**config.mk**
```make
export PLATFORM = sky130hd
export DESIGN_NAME = fcs_delay_line
export DESIGN_NICKNAME = d
export VERILOG_FILES = /design/src/rtl/fcs_delay_line.sv
export SDC_FILE = /design/constraint.sdc
export NUM_CORES = 1
export LEC_CHECK = 0
export BUFFER_PORTS_ARGS = -buffer_cell sky130_fd_sc_hd__buf_4
export CORE_ASPECT_RATIO = 0.8
export CORE_MARGIN = 4
export CORE_UTILIZATION = 28
export CTS_CLUSTER_DIAMETER = 120
export DETAILED_ROUTE_END_ITERATION = 8
export PLACE_DENSITY = 0.57
export SLEW_MARGIN = 20
export SYNTH_ARGS = -nofsm -noshare
export SYNTH_HDL_FRONTEND = slang
export SYNTH_SLANG_ARGS = --single-unit
```
**constraint.sdc**
```tcl
create_clock -name clk -period 1.48 [get_ports clk]
set_clock_uncertainty 0.2 [all_clocks]
set_input_delay 0.296 -clock clk [delete_from_list [all_inputs] [get_ports clk]]
set_output_delay 0.296 -clock clk [all_outputs]
set_load 0.01 [all_outputs]
```
**src/rtl/fcs_delay_line.sv**
```systemverilog
// 4-byte delay line for the FCS checker. It holds back the newest bytes so
// that the trailing FCS never enters the CRC.
//  clk, rst_n   clock / async active-low reset
//  shift        valid byte to push (ignored while restart is high)
//  restart      drop contents and load data_in as the only byte
//  data_in      byte to push
//  head         three newest held bytes {taps[2],taps[1],taps[0]}; taps[0] is the newest
//  evict_byte   oldest byte, which leaves the line on a shift when the line is full
//  evict_valid  evict_byte is consumed this cycle
module fcs_delay_line (
  input  logic        clk,
  input  logic        rst_n,
  input  logic        shift,
  input  logic        restart,
  input  logic [7:0]  data_in,
  output logic [23:0] head,
  output logic [7:0]  evict_byte,
  output logic        evict_valid
);
  logic [3:0][7:0] taps;
  logic [2:0]      fill;

  always_ff @(posedge clk or negedge rst_n) begin
    if (!rst_n) begin
      taps <= '0;
      fill <= '0;
    end else if (restart) begin
      taps <= {24'h0, data_in};
      fill <= 3'd1;
    end else if (shift) begin
      taps <= {taps[2:0], data_in};
      if (fill != 3'd4) fill <= fill + 3'd1;
    end
  end

  assign head        = taps[2:0];
  assign evict_byte  = taps[3];
  assign evict_valid = shift && !restart && (fill == 3'd4);
endmodule

```
After elaboration in Yosys (flattened, before gate mapping)

Cells that the tools add are included.

Register bits after elaboration: 35
Output and inout bits: 33

$add $sub $neg: 1
Equality and inequality tests: 2
Multiplexer cells: 5
Reduce and logical (&&, ||, !) cells: 6

Operators with widths:

| operator            | count |
|---|---|
| $mux 32             | 2 |
| $mux 3              | 3 |
| $reduce_bool 2->1   | 2 |
| $add 3x1->3 const B | 1 |
| $eq 3x3->1 const B  | 1 |
| $ne 3x3->1 const B  | 1 |
| $logic_and 1x1->1   | 2 |
| $reduce_and 2->1    | 1 |
| $logic_not 1->1     | 1 |

Longest topological paths before layout

Depth in word-level cells: 4
Gate-level depth with buffers: 4
Mapped depth without buffers: 4

Least setup slack after synthesis

No wires, ideal clock.

Path kind: register -> output
From: register fill[0]
To: output port evict_valid
Arrival time: 858 ps
Required time: 984 ps
Path slack: 126 ps
Cell stages (with the launch flop): 4
Buffers on the path: 0
Path through: dfrtp_1 > inv_1 > ha_1 > and4b_1

Cells in the longest elaborated chain, start to end: 2

Ends and longest elaborated chain:

| what                   | RTL line | RTL |
|---|---|---|
| from (decl)            | 21       | `logic [2:0] fill;` |
| from (signal assigned) | 32       | `if (fill != 3'd4) fill <= fill + 3'd1;` |
| $eq 3x3->1             | 38       | `assign evict_valid = shift && !restart && (fill == 3'd4);` |
| $logic_and 1x1->1      | 38       |  |
| to (decl)              | 18       | `output logic evict_valid` |

No other way between the ends.

Final worst setup path

Ends and elaborated chain as after synthesis.

==> reports/qor.yml <==
clock_network:
  cts_tree: "yes"
  clockRootBuffer: "clkbuf_8"
  clk_pin_slew_worst_paths_ns: 0.07
  cts_buffers: 5
  htree_num_levels: 2
  cts.path.max_buffers: 2
  clock-sinks: 35
  clock_latency_ns: 0.28
critical_path:
  arrival_ns: 1.18
  end_kind: "primary output"
  worst-path-max-fanout: 2
  crit_buf_inv: 2
  required_ns: 0.98
  cp-start-kind: "flop"
  crit_family: "flip-flops"
  reg2reg_to: "fill[2]"
  path_cells: "inv_1 > ha_2 > and4b_1 > buf_4"
  cpMaxStageDelayCell: "dfrtp_1"
  crit_type: "flop to primary output"
  critical_path.max_stage_delay_ns: 0.38
  r2r-start: "fill[0]"
  worstRegToRegCells: 5
  ff2ff_setup_slack_ns: 0.12
placement:
  place_area_mm2: 0.00190
  routabilityCongestion: 0.658
  hpwl_um: 2430
  place_ws_ns: 0.0592
  io_buffers: 44
  dp_cells: 221
floorplan:
  dieHeight_um: 72.8
  die-width_um: 88.9
  pin_count: 45
  dieArea_mm2: 0.00647
  coreArea_mm2: 0.00504
  initial_utilization: 0.291
  rows: 23
logic_synthesis:
  netlist_area_mm2: 0.00147
  yosysWarnings: 0
  synth_top_area_cell: "dfrtp_1"
  synth.net_count: 127
  synth_top_area_frac: 0.597
  synth-seq-area-share: 0.597
  synth.distinct_cells: 15
  syn_inst: 113
  ys_ff_latch: 35
  synth_area_per_cell_um2: 13.0
  synthTopCellsByArea: "dfrtp_1 60%, mux2i_1 18%, nor2_1 6.4%"
route:
  dr_wl_met3_um: 226
  first_iter_violations: 54
  drt_first_pass_iters: 4
  wl_met2_um: 1530
  top_layer_used: "met4"
  wirelength_met1_um: 1520
  vias_per_cell: 4.53
  drt-wirelength-per-cell_um: 14.3
  routed_wl_um: 3310
  drc: 0
  antenna_left: 0
  via_count: 1046
sta:
  final_max_slew_viol_count: 0
  period_minus_slack_ns: 1.67
  max_slew_margin: 0.704
  fin_ws_ns: -0.192
  fmax_ghz: 0.598
  finalSetupTns_ns: -0.192
  finalCritPeriodShare: 1.13
  hold_ws_ns: 0.0430
  rsz0062_at_grt: "true"
  tightest_slew_ns: 0.444
  finalSetupViolations: 1
  hold_viol: 0
power_and_ir_drop:
  intPower_mw: 1.54
  p_comb_frac: 0.153
  swShare: 0.248
  p_per_area_mw_per_mm2: 1010
  irDropWorstVdd_mv: 0.467
  leakage_nw: 1.06
  finalPower_mw: 2.05
  clkPwrFrac: 0.334
  seqPwrFrac: 0.513
  p_sw_mw: 0.509
global_routing:
  grt_pass1_vias: 1132
  grt_first_pass_wirelength_um: 5660
  antenna_found_initial: 0
  grt_overflow: 0
  grtUsageTotal: 0.115
  grt_max_degree: 36
finish:
  fillers: 492
  final_cells: 231
  finish.instance_area_mm2: 0.00203
  drive_above_1_share: 0.432
  nets: 183
  synthToLayoutAreaGrowth_pct: 38.1
  n_antenna_cell: 0
  fin_util: 0.402
worst_hold_path:
  worstHoldPathType: "input port to flop"
  hold_end: "head[4]"
  min_from: "data_in[4]"
  hold_path_depth: 2
status:
  status: "finished, violations left"
  failed_checks: "negative setup slack"
job:
  maxCapViolations: 0
per-layer routing:
layer,global-route usage,vias up
met5,0,-
met4,0.0397,0
met3,0.0429,5
met2,0.176,33
met1,0.150,518
li1,-,490
layout by cell type (no fill, tap or decap), drive strengths merged:
master	netlist	routed
clkbuf	0	6
nand2b	2	2
mux2	8	8
ha	2	2
a21boi	1	1
nor2	26	26
dfrtp	35	35
and4b	2	2
mux2i	26	26
inv	2	2
buf	6	54
dlygate4sd3	0	1
nor3	1	1
nor2b	1	1
clkinv	0	1
a21oi	1	1
synthesized netlist by cell type, drive strengths merged:
| master | count |
|---|---|
| mux2 | 8 |
| ha | 2 |
| buf | 6 |
| dfrtp | 35 |
| nand2b | 2 |
| mux2i | 26 |
| a21boi | 1 |
| and4b | 2 |
| nor3 | 1 |
| a21oi | 1 |
| inv | 2 |
| nor2b | 1 |
| nor2 | 26 |
cells by family (layout without fill, tap and decap cells):
family / count (synthesis) / count (layout) / synth area share
AOI/OAI and AO/OA: 2 / 2 / 0.0111
adders and majority gates: 2 / 2 / 0.0170
and+or+nand+nor: 32 / 32 / 0.0980
buffers and inverters: 8 / 64 / 0.0384
DFF: 35 / 35 / 0.597
muxes: 34 / 34 / 0.239
power groups by stage:
stage | Clock [mW] | Combinational, mW | Sequential (mW)
after detailed placement | 0 | 0.302 | 1.07
after CTS | 0.719 | 0.314 | 1.05
after global placement | 0 | 0.294 | 1.07
final | 0.686 | 0.314 | 1.05
after floorplan | 0 | 0.128 | 1.08
after global routing | 0.770 | 0.346 | 1.06
sequential cells by signal (all words and copies together), names as in the netlist:
| signal | count |
|---|---|
| evict_byte | 8 |
| fill | 3 |
| head | 24 |
worst register-to-register path, delay by kind of cell (launching register included):
| kind | cells | cell delay, ns |
|---|---|---|
| flops | 1 | 0.38 |
| buf+inv | 2 | 0.27 |
| simple gates | 2 | 0.27 |
| fa+ha+maj | 1 | 0.15 |
worst max path at each step:
stage               slack, ns     from     endpoint  cells after the start
finish                  -0.19  fill[0]  evict_valid                      4
global route            -0.26  fill[1]  evict_valid                      4
global placement         0.09  fill[1]  evict_valid                      4
floorplan                0.13  fill[0]  evict_valid                      3
CTS                     -0.21  fill[0]  evict_valid                      4
detailed placement       0.06  fill[1]  evict_valid                      4
repair_timing:
action	in CTS	in global routing
pin swaps	1	1
hold endpoints to repair	35	0
resized for setup	0	3
buffers inserted	2	1
setup endpoints to repair	1	3
hold buffers	1	0
final cells by class:
cell class | instances | area [um^2] | share of cell area
Sequential cell | 35 | 876 | 0.432
Multi-Input combinational cell | 70 | 551 | 0.272
Timing Repair Buffer | 55 | 428 | 0.211
Clock buffer | 6 | 82.6 | 0.0407
Tap cell | 62 | 77.6 | 0.0383
Inverter | 2 | 7.51 | 0.00370
Clock inverter | 1 | 5.00 | 0.00247
No activity file was read; power rests on OpenSTA's default activity.
